<file path="config.mk">
export PLATFORM = sky130hd
export DESIGN_NAME = seq_comparator
export DESIGN_NICKNAME = d
export VERILOG_FILES = /design/src/rtl/seq_comparator.sv
export SDC_FILE = /design/constraint.sdc
export NUM_CORES = 1
export LEC_CHECK = 0
export CAP_MARGIN = 20
export CORE_ASPECT_RATIO = 1.4
export CORE_MARGIN = 1.5
export CORE_UTILIZATION = 45
export CTS_BUF_LIST = sky130_fd_sc_hd__clkbuf_4
export DETAILED_ROUTE_END_ITERATION = 6
export GPL_ROUTABILITY_DRIVEN = 0
export PLACE_DENSITY = 0.75
export SLEW_MARGIN = 25
export SYNTH_ARGS = -nofsm -noshare
export SYNTH_HDL_FRONTEND = slang
export SYNTH_SLANG_ARGS = --single-unit
</file>
<file path="constraint.sdc">
create_clock -name clk -period 4.3 [get_ports clk]
set_input_delay 0.43 -clock clk [delete_from_list [all_inputs] [get_ports clk]]
set_output_delay 0.43 -clock clk [all_outputs]
set_load 0.02 [all_outputs]
</file>
<file path="src/rtl/seq_comparator.sv">
// Chunked MSB-first magnitude comparator with a start/done handshake and one-hot eq/lt/gt flags.
// Optional build macro SEQ_COMPARATOR_EARLY_EXIT_EN ends RUN on the first differing slice.
//   state  | meaning
//   S_IDLE | waiting for start; flags hold the last result
//   S_RUN  | resolving one CHUNK-bit slice per cycle, MSB slice first
//   S_DONE | one-cycle done pulse; new flags visible; start accepted back-to-back
module seq_comparator #(
  parameter int WIDTH = 20,
  parameter int CHUNK = 4
) (
  input  logic             clk,
  input  logic             rst,
  input  logic             start,
  input  logic             signed_mode,
  input  logic [WIDTH-1:0] a,
  input  logic [WIDTH-1:0] b,
  output logic             busy,
  output logic             done,
  output logic             eq,
  output logic             lt,
  output logic             gt
);

  localparam int NCHUNK = WIDTH / CHUNK;
  localparam int IDX_W  = (NCHUNK > 1) ? $clog2(NCHUNK) : 1;

  typedef enum logic [1:0] {
    S_IDLE = 2'd0,
    S_RUN  = 2'd1,
    S_DONE = 2'd2
  } state_t;

  state_t             state_q, state_d;
  logic [WIDTH-1:0]   a_q, a_d;
  logic [WIDTH-1:0]   b_q, b_d;
  logic [IDX_W-1:0]   idx_q, idx_d;
  logic               decided_q, decided_d;
  logic               lt_r_q, lt_r_d;
  logic               eq_q, eq_d;
  logic               lt_q, lt_d;
  logic               gt_q, gt_d;

  logic [CHUNK-1:0]   a_sl, b_sl;
  logic               sl_diff;
  logic               dec_nxt;
  logic               lt_nxt;
  logic               last_slice;

  assign a_sl    = a_q[idx_q*CHUNK +: CHUNK];
  assign b_sl    = b_q[idx_q*CHUNK +: CHUNK];
  assign sl_diff = (a_sl != b_sl);
  // A decided result is sticky; lower slices cannot override it.
  assign dec_nxt = decided_q | sl_diff;
  assign lt_nxt  = decided_q ? lt_r_q : (sl_diff & (a_sl < b_sl));

`ifdef SEQ_COMPARATOR_EARLY_EXIT_EN
  assign last_slice = (idx_q == '0) | (~decided_q & sl_diff);
`else
  assign last_slice = (idx_q == '0);
`endif

  always_comb begin
    state_d   = state_q;
    a_d       = a_q;
    b_d       = b_q;
    idx_d     = idx_q;
    decided_d = decided_q;
    lt_r_d    = lt_r_q;
    eq_d      = eq_q;
    lt_d      = lt_q;
    gt_d      = gt_q;

    case (state_q)
      S_IDLE, S_DONE: begin
        state_d = S_IDLE;
        if (start) begin
          // Offset-binary: flipping the sign bits makes a signed compare unsigned.
          a_d = a;
          b_d = b;
          if (signed_mode) begin
            a_d[WIDTH-1] = ~a[WIDTH-1];
            b_d[WIDTH-1] = ~b[WIDTH-1];
          end
          idx_d     = IDX_W'(NCHUNK - 1);
          decided_d = 1'b0;
          lt_r_d    = 1'b0;
          state_d   = S_RUN;
        end
      end
      S_RUN: begin
        decided_d = dec_nxt;
        lt_r_d    = lt_nxt;
        if (last_slice) begin
          state_d = S_DONE;
          eq_d    = ~dec_nxt;
          lt_d    = lt_nxt;
          gt_d    = dec_nxt & ~lt_nxt;
        end else begin
          idx_d = idx_q - 1'b1;
        end
      end
      default: state_d = S_IDLE;
    endcase
  end

  always_ff @(posedge clk) begin
    if (rst) begin
      state_q   <= S_IDLE;
      a_q       <= '0;
      b_q       <= '0;
      idx_q     <= '0;
      decided_q <= 1'b0;
      lt_r_q    <= 1'b0;
      eq_q      <= 1'b0;
      lt_q      <= 1'b0;
      gt_q      <= 1'b0;
    end else begin
      state_q   <= state_d;
      a_q       <= a_d;
      b_q       <= b_d;
      idx_q     <= idx_d;
      decided_q <= decided_d;
      lt_r_q    <= lt_r_d;
      eq_q      <= eq_d;
      lt_q      <= lt_d;
      gt_q      <= gt_d;
    end
  end

  assign busy = (state_q == S_RUN);
  assign done = (state_q == S_DONE);
  assign eq   = eq_q;
  assign lt   = lt_q;
  assign gt   = gt_q;

endmodule

</file>
; ---- Word-level counts from Yosys, hierarchy flattened
; Index checks and enable logic that the tools add are counted.
[classes]
n_addsub = 1
n_mul = 0
div_mod_pow = 0
order_cmp = 1
eq_ne = 6
shifts = 2
n_mux = 12
bitwise_logic = 7
n_reduce_logical = 8
[op_table]
columns = op, n
row1 = 20-bit by 6-bit variable part select with 4-bit output, 2
row2 = 3-bit 2-to-1 mux, 2
row3 = 3-bit case mux with 2 select lines, 1
row4 = 2-bit AND reduction, 3
row5 = 1-bit 2-to-1 mux, 5
row6 = 4-bit < comparator, 1
row7 = "2-bit != test, second input constant", 2
row8 = 4-bit != test, 1
row9 = 1-bit NOT, 4
row10 = 1-bit case mux with 2 select lines, 2
row11 = 2-bit case mux with 2 select lines, 1
row12 = 3-bit logical NOT, 1
row13 = 3-bit AND reduction, 1
row14 = "3-bit by 1-bit subtractor with 3-bit output, second input constant", 1
row15 = 1-bit bitwise AND, 2
row16 = "2-bit by 1-bit equality test with 1-bit output, second input constant", 1
row17 = "2-bit equality test, second input constant", 1
row18 = 2-bit logical NOT, 1
row19 = 2-bit 2-to-1 mux, 1
row20 = "2-bit by 1-bit != test with 1-bit output, second input constant", 1
row21 = 2-bit nonzero test, 1
row22 = 2-bit OR reduction, 1
row23 = 1-bit OR, 1
[totals]
ff_bits = 50
latch_bits = 0
ram_bits = 0
rom_bits = 0
input_bits = 44
output_inout_bits = 5
word_cells = 46
memories = 0

; ---- Depth between registers and ports, before layout
[depth]
ltp_word = 6
ltp_mapped = 10
depth_no_buf = 9

; ---- Least setup slack after synthesis
; No wires, ideal clock.
[synth_path]
path_type = register to register
from = register idx_q[0]
to = register gt_q (netlist: gt)
setup_time_ps = 114
t_arrival_ps = 2017
required_ps = 4186
slack_ps = 2169
stages_incl_launch_ff = 11
path_buffers = 1
period_less_slack_ps = 2131
path_cell_list = dfxtp_1 buf_4 inv_2 nor2_2 a21oi_1 o22a_1 ha_1 nand2b_4 a2111oi_4 o22ai_1 a21o_1
[synth_between]
elab_chain_len = 6
word_cells_on_any_way = 11
cone_classes = order compare: 1 / eq/ne: 1 / shift: 2 / mux: 1 / bitwise: 4 / reduce/logical: 2
[synth_rtl]
columns = element, line
row1 = from (decl), 36  ; logic [IDX_W-1:0] idx_q, idx_d;
row2 = from (signal assigned), 121  ; idx_q <= idx_d;
row3 = 20-bit by 6-bit variable part select with 4-bit output (on tied branches), "49, 50"
row4 = 4-bit < comparator / 4-bit != test (equally long branches), "54, 51"
row5 = 1-bit bitwise AND, 54  ; assign lt_nxt = decided_q ? lt_r_q : (sl_diff & (a_sl < b_sl));
row6 = 1-bit 2-to-1 mux, 54
row7 = 1-bit NOT, 97  ; gt_d = dec_nxt & ~lt_nxt;
row8 = 1-bit bitwise AND, 97
row9 = to (signal assigned), 126  ; gt_q <= gt_d;
row10 = to (decl), 41  ; logic gt_q, gt_d;
; Several ways; a longest one is shown, not always the timed one.
; A chain may end at the register's enable or synchronous reset.

; ---- Worst setup path after layout
; Ends and elaborated chain as after synthesis.

==> results.json <==
{
  "core.rowCount": 30,
  "drt-initial-drc-count": 124,
  "cts_tree": "yes",
  "route.detailed.drc": 0,
  "tns_ns": 0,
  "critPathTopFamily": "compound AO/OA/AOI/OAI gates",
  "numPortBuffers": 48,
  "syn_nets": 334,
  "fmax_ghz": 0.3499,
  "min_period_ns": 2.858,
  "synth_edf_count": 0,
  "hold_path_class": "reg2reg",
  "cts_buffer_depth": 2,
  "worstPathMaxFanout": 19,
  "fin_nets": 372,
  "power.density_nw_per_um2": 350.0,
  "synthCells": 284,
  "dieArea_um2": 5601,
  "grt_pass1_vias": 1826,
  "synthToLayoutAreaGrowth_pct": 24.27,
  "fillers": 466,
  "clock_skew_ns": 0.009951,
  "placed_area_um2": 2800,
  "cts_resized": 0,
  "worst_path_max_delay_cell": "dfxtp_1",
  "cp-start-kind": "register",
  "via_per_inst": 5.090,
  "post-route-period-util": 0.6647,
  "dpl.cell_count": 379,
  "n_antenna_cell": 0,
  "io_pins": 49,
  "ir_worst_vdd_uv": 212.6,
  "maxCapViolCount": 0,
  "final_area_um2": 2883,
  "ys_seq_area_frac": 0.4315,
  "hold_buffers": 0,
  "finalSetupViolations": 0,
  "end_kind": "register",
  "synth_area_um2": 2320,
  "synth-main-ff-cell": "dfxtp_1",
  "yosysUniqueCellTypes": 37,
  "overflow": 0,
  "antenna_found_initial": 0,
  "wl_um": 4795,
  "crit_chain": "inv_2 > nor2_2 > a21oi_1 > o22a_1 > ha_1 > nand2b_4 > a2111oi_4 > o22ai_1 > a21o_1",
  "ys_ff_latch": 50,
  "wl_per_cell_um": 12.39,
  "cts_root_buffer": "clkbuf_4",
  "clock-sinks": 50,
  "grt_usage": 0.1816,
  "die_x_um": 63.68,
  "crit_required_ns": 4.57,
  "h-tree-depth": 2,
  "antenna_left": 0,
  "post_cts_buffers": 0,
  "yosys_warnings": 0,
  "start_util": 0.4718,
  "insertion_delay_ns": 0.37,
  "clk_pin_slew_ns": 0.14,
  "slew_headroom": 0.4734,
  "grt_max_degree": 51,
  "fin_cells": 387,
  "vias": 1970,
  "leakage_nw": 1.064,
  "cp.arrival_ns": 3.13,
  "detail_route.first_pass.iterations": 4,
  "finalMaxSlewViolations": 0,
  "run_status": "finished clean",
  "grt_pass1_wl_um": 8010,
  "die_height_um": 87.95,
  "tightest_slew_ns": 0.7889,
  "dpl.hpwl_um": 3523,
  "rsz0062_at_grt": "no",
  "hold_violations": 0,
  "cts_buffers": 5,
  "finalPower_w": 0.001009,
  "async_flop_share": 0,
  "crit_type": "reg2reg",
  "cp_num_buf_inv": 1,
  "core_um2": 4917,
  "syn_area_per_cell_um2": 8.168,
  "max_stage_delay_ns": 0.86,
  "drive_above_1_share": 0.06502
}
[power breakdown]
group	internal (W)	switching (W)	leakage, nW
combinational	0.000112	0.000102	0.611
clock	0.000129	0.000144	0.0419
sequential	0.000495	0.0000268	0.411
total	0.000735	0.000274	1.06
[metal layers]
metal	vias to the layer above	global-route usage	part of all wire
met5	-	0	0
met4	0	0.08893	0.025
met3	10	0.02828	0.026
met2	35	0.3254	0.52
met1	888	0.2106	0.43
li1	1037	-	-
[sequential cells by signal, indices dropped and copies added, names as in the netlist]
| register | cells |
|---|---|
| a_q | 20 |
| b_q | 20 |
| decided_q | 1 |
| eq | 1 |
| gt | 1 |
| idx_q | 3 |
| lt | 1 |
| lt_r_q | 1 |
| state_q | 2 |
[cell usage after synthesis (3+ instances only)]
cell type  instances  area (um^2)
o22a_1             5        43.79
inv_1              3        11.26
o22ai_1            4        25.02
nor2_1            15        56.30
buf_2             12        60.06
a21oi_1           49        245.2
ha_1               6        75.07
o211ai_1           3        22.52
nand2_1           81        304.0
mux2i_1           19        190.2
clkbuf_1           4        15.01
dfxtp_1           50         1001
[area by class of cell]
class                   count  area, um^2  area share
multi-input cells         210        1201      0.4167
inverters                   4       15.01    0.005208
flip-flops and latches     50        1001      0.3472
repair buffers             51       503.0      0.1745
well taps                  64       80.08     0.02778
clock buffers               6       45.04     0.01563
clock inverters             2       37.54     0.01302
[layout by cell type (no fill, tap or decap), types with 3 or more instances in the layout]
cell / instances
a21oi_1: 49
buf_4: 3
clkbuf_4: 6
clkdlybuf4s50_1: 48
dfxtp_1: 50
ha_1: 6
inv_1: 3
mux2i_1: 19
nand2_1: 81
nor2_1: 15
o211ai_1: 3
o22a_1: 5
o22ai_1: 4
[per-stage QoR]
stage,worst slack (ns),hold slack [ns],util
2_1_floorplan,2.169,0.4357,-
3_3_place_gp,1.607,0.4430,0.5695
3_5_place_dp,1.496,0.4458,0.5695
4_1_cts,1.463,0.4646,0.5863
5_1_grt,1.249,0.4814,0.5863
6_report,1.442,0.4630,0.5863
[worst paths after layout]
check	from	end	slack, ns	depth (start not counted)
setup reg to reg	idx_q[0]	gt	1.44	9
hold / removal	a_q[6]	a_q[6]	0.46	2
hold reg to reg	a_q[6]	a_q[6]	0.46	2
setup / recovery	idx_q[0]	gt	1.44	9
[kinds of logic after synthesis]
kind of cell               after synthesis  synth area share
buffers and inverters                   24           0.05177
AOI/OAI and AO/OA                       72            0.1920
adders and majority gates                6           0.03236
xor gates and xnor gates                 2          0.007553
muxes                                   19           0.08198
and+or+nand+nor                        111            0.2028
DFF                                     50            0.4315
[tightest hold or removal path: stages (launching register included)]
cell	delay [ns]
dfxtp_1	0.33
nand2_1	0.05
a21oi_1	0.05
Power figures use the tool's default switching activity.
